**config.mk**
```make
export PLATFORM = sky130hd
export DESIGN_NAME = header_slot_tracker
export DESIGN_NICKNAME = d
export VERILOG_FILES = /design/src/rtl/header_slot_tracker_pkg.sv /design/src/rtl/header_slot_regfile.sv /design/src/rtl/header_slot_tracker.sv
export SDC_FILE = /design/constraint.sdc
export NUM_CORES = 1
export LEC_CHECK = 0
export CAP_MARGIN = 40
export CORE_AREA = 2 2 137 139
export DETAILED_ROUTE_END_ITERATION = 12
export DIE_AREA = 0 0 139 141
export GPL_TIMING_DRIVEN = 0
export HOLD_SLACK_MARGIN = 0.1
export SLEW_MARGIN = 0
export SYNTH_ARGS = -nofsm -noshare
export SYNTH_HDL_FRONTEND = slang
export SYNTH_HIERARCHICAL = 1
export SYNTH_SLANG_ARGS = --single-unit
```
**constraint.sdc**
```tcl
create_clock -name clk -period 2.4 [get_ports clk]
set_input_delay 0.48 -clock clk [delete_from_list [all_inputs] [get_ports clk]]
set_output_delay 0.48 -clock clk [all_outputs]
set_load 0.005 [all_outputs]
```
**src/rtl/header_slot_tracker_pkg.sv**
```systemverilog
// Shared definitions for the EtherBlade header slot tracker.
//   - TPID value that marks an 802.1Q-tagged frame
//   - write-side FSM state encoding
//   - default header window and VLAN tag position
package ebv1_hdr_pkg;

  localparam logic [15:0] TPID_VLAN = 16'h8100;

  localparam int HDR_LEN_DEFAULT  = 32;
  localparam int VLAN_POS_DEFAULT = 14;

  // Write FSM encoding, kept as plain constants for legacy tools.
  localparam logic [1:0] W_IDLE = 2'd0;
  localparam logic [1:0] W_HDR  = 2'd1;
  localparam logic [1:0] W_BODY = 2'd2;

endpackage

```
**src/rtl/header_slot_regfile.sv**
```systemverilog
// Per-slot header storage: {len, vlan, tagged, valid} for 2**LINE_AW slots.
// Ports:
//   clk, rst_n              - clock, async active-low reset (valid bits only)
//   commit, commit_line     - write an entry and set its valid bit
//   commit_len/vlan/tagged  - entry contents for the commit
//   rel_en, rel_line        - clear the valid bit of a slot
//   rd_line                 - asynchronous read address
//   rd_len/vlan/tagged/valid- entry at rd_line
//   commit_hit              - valid bit of commit_line before this edge
module header_slot_regfile #(
  parameter int LINE_AW = 2,
  parameter int LEN_W   = 11
) (
  input  logic               clk,
  input  logic               rst_n,
  input  logic               commit,
  input  logic [LINE_AW-1:0] commit_line,
  input  logic [LEN_W-1:0]   commit_len,
  input  logic [11:0]        commit_vlan,
  input  logic               commit_tagged,
  input  logic               rel_en,
  input  logic [LINE_AW-1:0] rel_line,
  input  logic [LINE_AW-1:0] rd_line,
  output logic [LEN_W-1:0]   rd_len,
  output logic [11:0]        rd_vlan,
  output logic               rd_tagged,
  output logic               rd_valid,
  output logic               commit_hit
);

  localparam int SLOTS = 2 ** LINE_AW;

  logic [LEN_W-1:0] len_q    [SLOTS];
  logic [11:0]      vlan_q   [SLOTS];
  logic             tagged_q [SLOTS];
  logic [SLOTS-1:0] valid_q;

  // NOTE: the payload array has no reset; every read of it is qualified by
  // the valid bit, so only valid_q needs a defined reset value.
  always_ff @(posedge clk) begin
    if (commit) begin
      len_q[commit_line]    <= commit_len;
      vlan_q[commit_line]   <= commit_vlan;
      tagged_q[commit_line] <= commit_tagged;
    end
  end

  always_ff @(posedge clk or negedge rst_n) begin
    if (!rst_n) begin
      valid_q <= '0;
    end else begin
      // Release first, commit second: on the same slot the later
      // non-blocking update wins, so a commit keeps the slot valid.
      if (rel_en) valid_q[rel_line] <= 1'b0;
      if (commit) valid_q[commit_line] <= 1'b1;
    end
  end

  assign rd_len     = len_q[rd_line];
  assign rd_vlan    = vlan_q[rd_line];
  assign rd_tagged  = tagged_q[rd_line];
  assign rd_valid   = valid_q[rd_line];
  assign commit_hit = valid_q[commit_line];

endmodule

```
**src/rtl/header_slot_tracker.sv**
```systemverilog
// Header bookkeeping for the frame buffer slots.
// Write side: tracks the frame header, captures TPID/TCI into shadows and
// commits {last offset, VLAN ID, tagged} into slot wr_line on wr_tlast.
// Read side: presents length/VLAN/header-end for rd_line/rd_off, tracks
// slot validity and occupancy.
// Ports:
//   clk, rst_n                 - clock, async active-low reset
//   wr_we, wr_line, wr_off,
//   wr_tdata, wr_tlast         - byte write stream
//   rd_line, rd_off            - read address (combinational outputs)
//   rd_release                 - free slot rd_line
//   tlast_flag, body_length,
//   vlan_id, vlan_tagged,
//   slot_valid                 - per-slot read outputs
//   occupancy, full, empty     - slot usage
//   err_overwrite              - pulse: commit hit an already-valid slot
module header_slot_tracker
  import ebv1_hdr_pkg::*;
#(
  parameter int LINE_AW  = 2,
  parameter int WR_OFF_W = 11,
  parameter int RD_OFF_W = 9,
  parameter int HDR_LEN  = HDR_LEN_DEFAULT,
  parameter int VLAN_POS = VLAN_POS_DEFAULT
) (
  input  logic                clk,
  input  logic                rst_n,
  input  logic                wr_we,
  input  logic [LINE_AW-1:0]  wr_line,
  input  logic [WR_OFF_W-1:0] wr_off,
  input  logic [7:0]          wr_tdata,
  input  logic                wr_tlast,
  input  logic [LINE_AW-1:0]  rd_line,
  input  logic [RD_OFF_W-1:0] rd_off,
  input  logic                rd_release,
  output logic                tlast_flag,
  output logic [15:0]         body_length,
  output logic [11:0]         vlan_id,
  output logic                vlan_tagged,
  output logic                slot_valid,
  output logic [LINE_AW:0]    occupancy,
  output logic                full,
  output logic                empty,
  output logic                err_overwrite
);

  localparam logic [WR_OFF_W-1:0] OFF_TPID_HI = WR_OFF_W'(VLAN_POS - 2);
  localparam logic [WR_OFF_W-1:0] OFF_TPID_LO = WR_OFF_W'(VLAN_POS - 1);
  localparam logic [WR_OFF_W-1:0] OFF_TCI_HI  = WR_OFF_W'(VLAN_POS);
  localparam logic [WR_OFF_W-1:0] OFF_TCI_LO  = WR_OFF_W'(VLAN_POS + 1);
  localparam logic [RD_OFF_W-1:0] RD_HDR_LAST = RD_OFF_W'(HDR_LEN - 1);
  localparam logic [LINE_AW:0]    OCC_ONE     = (LINE_AW + 1)'(1);
  localparam logic [LINE_AW:0]    OCC_FULL    = (LINE_AW + 1)'(2 ** LINE_AW);

  logic [1:0]  state_q, state_n;
  logic [15:0] tpid_q, tpid_n;
  logic [11:0] tci_q, tci_n;
  logic        tci_hi_q, tci_hi_n;   // TCI[11:8] byte seen
  logic        tci_lo_q, tci_lo_n;   // TCI[7:0] byte seen

  logic restart, capture, commit, tagged_n;
  logic commit_hit, rd_valid_i, rd_tagged_i;
  logic [WR_OFF_W-1:0] rd_len_i;
  logic [11:0] rd_vlan_i;
  logic occ_inc, occ_dec;

  assign restart = wr_we && (wr_off == '0);
  assign commit  = wr_we && wr_tlast;
  // Header bytes are only captured while the header is still open; the
  // offset-0 byte opens a fresh header from any state.
  assign capture = wr_we && (restart || state_q == W_HDR);

  // Shadow values including this cycle's byte, so a capture byte that
  // arrives together with wr_tlast is part of the commit.
  // NOTE: every always_comb output gets a default first, so no path can
  // leave a variable unassigned and infer a latch.
  always_comb begin
    tpid_n   = tpid_q;
    tci_n    = tci_q;
    tci_hi_n = tci_hi_q;
    tci_lo_n = tci_lo_q;
    if (restart) begin
      tpid_n   = '0;
      tci_n    = '0;
      tci_hi_n = 1'b0;
      tci_lo_n = 1'b0;
    end
    if (capture) begin
      if (wr_off == OFF_TPID_HI) tpid_n[15:8] = wr_tdata;
      if (wr_off == OFF_TPID_LO) tpid_n[7:0]  = wr_tdata;
      if (wr_off == OFF_TCI_HI) begin
        tci_n[11:8] = wr_tdata[3:0];
        tci_hi_n    = 1'b1;
      end
      if (wr_off == OFF_TCI_LO) begin
        tci_n[7:0] = wr_tdata;
        tci_lo_n   = 1'b1;
      end
    end
  end

  assign tagged_n = (tpid_n == TPID_VLAN) && tci_hi_n && tci_lo_n;

  always_comb begin
    state_n = state_q;
    if (commit)                                                state_n = W_IDLE;
    else if (restart)                                          state_n = W_HDR;
    else if (wr_we && state_q == W_HDR && wr_off == OFF_TCI_LO) state_n = W_BODY;
  end

  // NOTE: sequential state uses non-blocking assignments so every register
  // samples pre-edge values regardless of statement order.
  always_ff @(posedge clk or negedge rst_n) begin
    if (!rst_n) begin
      state_q  <= W_IDLE;
      tpid_q   <= '0;
      tci_q    <= '0;
      tci_hi_q <= 1'b0;
      tci_lo_q <= 1'b0;
    end else begin
      state_q <= state_n;
      // Shadows are dropped once committed so stray IDLE writes never
      // inherit the previous frame's tag.
      if (commit) begin
        tpid_q   <= '0;
        tci_q    <= '0;
        tci_hi_q <= 1'b0;
        tci_lo_q <= 1'b0;
      end else begin
        tpid_q   <= tpid_n;
        tci_q    <= tci_n;
        tci_hi_q <= tci_hi_n;
        tci_lo_q <= tci_lo_n;
      end
    end
  end

  header_slot_regfile #(
    .LINE_AW (LINE_AW),
    .LEN_W   (WR_OFF_W)
  ) u_regfile (
    .clk           (clk),
    .rst_n         (rst_n),
    .commit        (commit),
    .commit_line   (wr_line),
    .commit_len    (wr_off),
    .commit_vlan   (tagged_n ? tci_n : 12'h000),
    .commit_tagged (tagged_n),
    .rel_en        (rd_release),
    .rel_line      (rd_line),
    .rd_line       (rd_line),
    .rd_len        (rd_len_i),
    .rd_vlan       (rd_vlan_i),
    .rd_tagged     (rd_tagged_i),
    .rd_valid      (rd_valid_i),
    .commit_hit    (commit_hit)
  );

  // A release that collides with a commit on the same slot loses, and a
  // release of an invalid slot changes nothing.
  assign occ_inc = commit && !commit_hit;
  assign occ_dec = rd_release && rd_valid_i && !(commit && wr_line == rd_line);

  always_ff @(posedge clk or negedge rst_n) begin
    if (!rst_n) begin
      occupancy     <= '0;
      err_overwrite <= 1'b0;
    end else begin
      err_overwrite <= commit && commit_hit;
      case ({occ_inc, occ_dec})
        2'b10:   occupancy <= occupancy + OCC_ONE;
        2'b01:   occupancy <= occupancy - OCC_ONE;
        default: occupancy <= occupancy;
      endcase
    end
  end

  assign slot_valid  = rd_valid_i;
  assign tlast_flag  = rd_valid_i && (rd_off == RD_HDR_LAST);
  assign body_length = rd_valid_i ? 16'(rd_len_i) : 16'h0000;
  assign vlan_tagged = rd_valid_i && rd_tagged_i;
  assign vlan_id     = (rd_valid_i && rd_tagged_i) ? rd_vlan_i : 12'h000;
  assign full        = (occupancy == OCC_FULL);
  assign empty       = (occupancy == '0);

endmodule

```
After elaboration in Yosys (flattened, before gate mapping) --
Memories as Yosys holds them, arrays and structs flattened. Cells that the tools add are included.
Operators by class: $add $sub $neg 2, order comparisons 4, eq/ne operators 11, muxes and demuxes 37, bitwise gates (word level) 3, reductions and logical operators 23
Operators by type and width (number):
- 12-bit two-way mux | 5
- 16-bit two-way mux | 3
- 11-bit by 4-bit equality test with 1-bit output, second input constant | 4
- 8-bit two-way mux | 3
- 16-bit equality test, second input constant | 1
- 1-bit logical AND | 16
- 1-bit two-way mux | 14
- 4-bit two-way mux | 3
- 11-bit zero test | 1
- 11-bit two-way mux | 1
- 9-bit by 5-bit equality test with 1-bit output, second input constant | 1
- 2-bit by 3-bit less-than comparator with 1-bit output, second input constant | 2
- 2-bit two-way mux | 3
- 3-bit case mux with 2 select lines | 1
- 4-bit AND | 1
- 1-bit binary-select mux with 2-bit select | 2
- 1-bit demux with 2-bit select | 2
- 2-bit by 1-bit equality test with 1-bit output, second input constant | 2
- 2-bit by 1-bit greater-or-equal comparator with 1-bit output, second input constant | 2
- 4-bit inverter | 1
- 4-bit OR | 1
- 3-bit by 1-bit adder with 3-bit output, second input constant | 1
- 3-bit equality test, second input constant | 1
- 3-bit zero test | 1
- 7 further kinds | 8
Word-level totals: register bits after elaboration 40, memory bits (writable) 96, input bits 37, output and inout bits 37, logic and storage cells 91, memories 3
Memory list:
- u_regfile.vlan_q | words 4, bits a word 12, read ports 1, clocked after Yosys merged registers in 0, write ports 1, line header_slot_regfile.sv:34 | logic [11:0] vlan_q [SLOTS];
- u_regfile.len_q | words 4, bits a word 11, read ports 1, clocked after Yosys merged registers in 0, write ports 1, line header_slot_regfile.sv:33 | logic [LEN_W-1:0] len_q [SLOTS];
- u_regfile.tagged_q | words 4, bits a word 1, read ports 1, clocked after Yosys merged registers in 0, write ports 1, line header_slot_regfile.sv:35 | logic tagged_q [SLOTS];

Longest topological paths before layout --
depth after elaboration 9, mapped depth 11, depth with buffers taken out 9

Cells and area by module --
Netlist, hierarchy kept.
Modules (own cells, without submodules):
- header_slot_regfile | instances 1, cells each 145, area an instance 3743.6 µm², seq. area each 2982.9 µm²
- header_slot_tracker | instances 1, cells each 276, area an instance 2477.4 µm², seq. area each 900.9 µm²

Worst setup path after synthesis --
No wires, ideal clock.
path type in2reg, from input port wr_tlast, to memory u_regfile.len_q[0][0], enable pin, setup time 0.443 ns, arrival time 2.990 ns, slack -1.033 ns, stages 4, cell sequence and2_1 -> clkbuf_1 -> clkbuf_1 -> nor3b_1
On the way: longest elaborated chain between the ends 3
RTL lines:
- start: declaration | line header_slot_tracker.sv:32 | input logic wr_tlast,
- 1-bit logical AND | line header_slot_tracker.sv:68 | assign commit = wr_we && wr_tlast;
- via commit | line header_slot_tracker.sv:61 | logic restart, capture, commit, tagged_n;
- 1-bit two-way mux | line header_slot_regfile.sv:41 | if (commit) begin
- 1-bit two-way mux (not written as such) | line header_slot_regfile.sv:42 | len_q[commit_line] <= commit_len;
- end: declaration | line header_slot_regfile.sv:33
The timed path passes the listed nets, and every way through them passes these cells.

Final worst setup path --
from input port wr_off[10], to memory u_regfile.vlan_q[3][7], data pin
On the way: longest elaborated chain between the ends 9, elaborated cells on any way between the ends 25, classes of those cells eq/ne: 5; mux: 14; reduce/logical: 6
RTL lines:
- start: declaration | line header_slot_tracker.sv:30 | input logic [WR_OFF_W-1:0] wr_off,
- 11-bit zero test | line header_slot_tracker.sv:67 | assign restart = wr_we && (wr_off == '0);
- 1-bit logical AND | line header_slot_tracker.sv:67
- 16-bit two-way mux or 1-bit logical OR (tied branches) | line header_slot_tracker.sv:82, header_slot_tracker.sv:71
- 8-bit two-way mux (tied with other cells) | line header_slot_tracker.sv:90 | if (wr_off == OFF_TPID_LO) tpid_n[7:0] = wr_tdata;
- 16-bit two-way mux | line header_slot_tracker.sv:88 | if (capture) begin
- 16-bit equality test | line header_slot_tracker.sv:102 | assign tagged_n = (tpid_n == TPID_VLAN) && tci_hi_n && tci_lo_n;
- 1-bit logical AND (2 in a row) | line header_slot_tracker.sv:102
- 12-bit two-way mux * | line header_slot_tracker.sv:147 | .commit_vlan (tagged_n ? tci_n : 12'h000),
- end: declaration | line header_slot_regfile.sv:34
Mark *: on every way between the ends. The rest lies on a longest branch, timed or not.

==> results.toml <==
[power_and_ir_drop]
cellPowerDensity_nw_per_um2 = 699.7
peakVddDrop_mv = 0.4792
leakage_nw = 3.473

[layout]
final_cells = 848
nFillCells = 1505
register_area_um2 = 3884
multi_input_comb_area_um2 = 2547
area.growth.synth_to_final_pct = 49.58
drive_above_1_share = 0.4511
diodes = 0
nets = 640
final_util = 0.5094

[critical_path]
crit_family = "simple AND/OR/NAND/NOR gates"
reg2reg_slack_ns = -0.06
path_cells = "buf_8 > or4_4 > or4_4 > buf_6 > nor3_4 > buf_6 > buf_6 > o22ai_4 > nor4_4"
r2r-start = "state_q[1]"
arrival_ns = 2.74
rr_worst_depth = 8
worst_setup_path_end_kind = "register"
critical-path-slowest-cell = "or4_4"
required_ns = 2.62
path_class = "input pin to register"
regToRegEndpoint = "u_regfile/vlan_q[3][7]"
crit_buf_inv = 4
worstPathMaxFanout = 6
crit_top_cell = "buf_6"
critPathMaxStageDelay_ns = 0.57
start_kind = "input pin"

[sta]
finClkSkew_ns = 0.009798
period_share = 1.050
rsz0062_at_grt = "yes"
hold_ws_ns = 0.2436
hold_viol = 0
setup_tns_ns = -2.884
setup_viol = 65
final.setup.worst_slack_ns = -0.1189
tightest_slew_ns = 0.6234
maxSlewViolCount = 0
slew_headroom = 0.5810
fmax_mhz = 397.0
min_period_ns = 2.519

[routing]
via_per_inst = 5.123
wire_per_inst_um = 19.13
dr_total_vias = 4344
final_antenna_net_count = 0
routed_wl_mm = 16.23
drc_errors = 0
dr.first_iter.drc_count = 280
first_pass_iters = 4

[global_route]
grt_pass1_vias = 4359
overflow = 0
grt_use_total = 0.1641
antenna_found_initial = 0
grt_first_pass_wirelength_mm = 24.25
grt_max_degree = 38

[min_path]
whs_endpoint = "u_regfile/len_q[2][5]"
hold_start = "wr_off[5]"
holdPathStages = 1
hold_class = "input pin to register"

[clock_tree]
clock-sinks = 136
cts_root_buf = "clkbuf_16"
htreeDepth = 4
clk_latency_ns = 0.42
path_clk_slew_ns = 0.06
cts_buffers = 17
cts_tree = "built"
clockBufferDepth = 2

[placed_design]
place_inst = 732
dp_hpwl_mm = 9.830
preCtsSetupSlack_ns = -1.402
port_buffers = 68
gp_congestion = 0.8121

[die]
top_level_ports = 74
initial_utilization = 0.3405
die_y_um = 141
rows = 50
die_x_um = 139
core_region_area_um2 = 18270
die_area_um2 = 19600

[run]
maxCapViolCount = 0

[synth]
ys_ff_latch = 136
synth.area.top_cells = "edfxtp_1, dfrtp_1, mux4_2"
avgSynthCellArea_um2 = 14.78
ys_seq_area_frac = 0.6243
synth_ff_type = "edfxtp_1"
synth-edff-count = 96
syn_inst = 421
yosys_warnings = 6
synth_top_area_share = 0.4634
synth_cell_types = 56
synth_area_um2 = 6221
yosysTopAreaCell = "edfxtp_1"
ys_async_sr_fraction = 0.2941

[run_status]
run_status = "finished, violations left"
violations = "setup timing"
[final cells by class]
cell class,count,share of cell area
tap,234,0.03146
sequential,136,0.4174
inverter,3,0.001210
timing repair buffer,158,0.1718
buffer,28,0.03456
clock buffer,18,0.04612
multi-input combinational,257,0.2738
clock inverter,14,0.02367
[synth_stat cells, types with 2 or more instances]
cell / number
and4_1: 3
dfrtp_1: 40
o22ai_1: 13
nor3b_1: 13
xor2_1: 2
nand4b_1: 2
a21oi_1: 19
nand3_1: 3
nor3_1: 6
and3_1: 17
or4_4: 2
nor2_1: 15
clkbuf_1: 11
nand3b_1: 3
nand2b_1: 5
nor4_1: 6
buf_12: 2
mux4_1: 5
nor4_2: 12
mux4_2: 21
or4_1: 3
buf_6: 4
inv_1: 3
xnor2_1: 3
and2_1: 25
nand4_1: 2
a2bb2oi_1: 12
nand2_1: 34
buf_4: 5
buf_2: 7
edfxtp_1: 96
a21o_1: 3
[layer usage]
layer  vias up  share of wire  track usage
met5         -              0            0
met4         0         0.0096      0.05210
li1       2009              -            -
met3        14          0.046      0.03872
met2       125           0.53       0.2906
met1      2196           0.41       0.1993
[report_power, final]
| group | switching (mW) | internal (mW) |
|---|---|---|
| clock | 1.00 | 1.85 |
| sequential | 0.0470 | 2.60 |
| combinational | 0.385 | 0.623 |
| total | 1.44 | 5.08 |
[state kept, by name, summed over array words and instances, names as in the netlist]
signal	count
u_regfile/vlan_q	48
u_regfile/len_q	44
tpid_q	16
tci_q	12
u_regfile/tagged_q	4
u_regfile/valid_q	4
occupancy	3
state_q	2
err_overwrite	1
tci_hi_q	1
tci_lo_q	1
[what timing repair did]
| item | 4_1_cts | 5_1_grt |
|---|---|---|
| endpoints found under the setup margin | 209 | 115 |
| gates cloned | 4 | 1 |
| buffers inserted | 46 | 42 |
| pin swaps | 22 | 27 |
| hold buffers | 1 | 0 |
| gates resized for setup | 272 | 63 |
| hold endpoints to repair | 40 | 0 |
[stage by stage]
stage / area, µm² / power [mW]
CTS: 8847 / 6.489
global placement: 7234 / 3.407
finish: 9305 / 6.511
detailed placement: 7340 / 3.440
global route: 9305 / 6.739
floorplan: 6261 / 2.999
[logic make-up after synthesis]
logic type / after synthesis / share of synthesized area
fa+ha+maj: 2 / 0.005229
mux: 28 / 0.1006
flops: 136 / 0.6243
simple gates: 160 / 0.1667
buf+inv: 33 / 0.03459
xor+xnor: 5 / 0.007041
compound gates: 56 / 0.06094
other cells: 1 / 0.0006028
[cell usage in the layout (no fill, tap or decap), types with 4 or more instances in the layout]
| master | synthesis | layout |
|---|---|---|
| edfxtp_1 | 96 | 96 |
| and3_4 | 0 | 13 |
| buf_4 | 5 | 72 |
| nor4_4 | 1 | 15 |
| nor3b_1 | 13 | 12 |
| nor3_1 | 6 | 5 |
| o22ai_1 | 13 | 6 |
| conb_1 | 1 | 5 |
| clkdlybuf4s50_1 | 0 | 23 |
| nor2_1 | 15 | 13 |
| clkbuf_1 | 11 | 5 |
| dlymetal6s2s_1 | 0 | 4 |
| dfrtp_1 | 40 | 40 |
| a2bb2oi_1 | 12 | 12 |
| nand2b_1 | 5 | 5 |
| mux4_2 | 21 | 22 |
| o22ai_2 | 0 | 4 |
| buf_12 | 2 | 7 |
| mux4_1 | 5 | 4 |
| nand2_1 | 34 | 33 |
| buf_8 | 0 | 15 |
| a21oi_1 | 19 | 19 |
| and2_1 | 25 | 13 |
| bufinv_16 | 0 | 5 |
| buf_6 | 4 | 44 |
| and2_4 | 0 | 12 |
| clkbuf_16 | 0 | 20 |
[how the worst max path moves through the flow]
stage | startpoint | to | slack (ns) | cells after the start
6_report | wr_off[10] | u_regfile/vlan_q[3][7] | -0.12 | 9
5_1_grt | wr_off[10] | u_regfile/vlan_q[3][7] | -0.18 | 9
4_1_cts | wr_off[4] | u_regfile/vlan_q[1][5] | -0.15 | 9
3_5_place_dp | wr_we | u_regfile/vlan_q[3][11] | -1.40 | 7
3_3_place_gp | wr_we | u_regfile/len_q[1][9] | -1.46 | 6
2_1_floorplan | wr_off[6] | u_regfile/vlan_q[0][10] | -0.16 | 7
[worst register-to-register path, stage by stage (launching register included)]
cell,delay (ns)
dfrtp_1,0.41
nand4b_1,0.22
or4_4,0.57
buf_6,0.14
nor3_4,0.20
buf_6,0.14
buf_6,0.12
o22ai_4,0.09
nor4_4,0.37
Note: power is estimated with default switching activity, not from simulation.
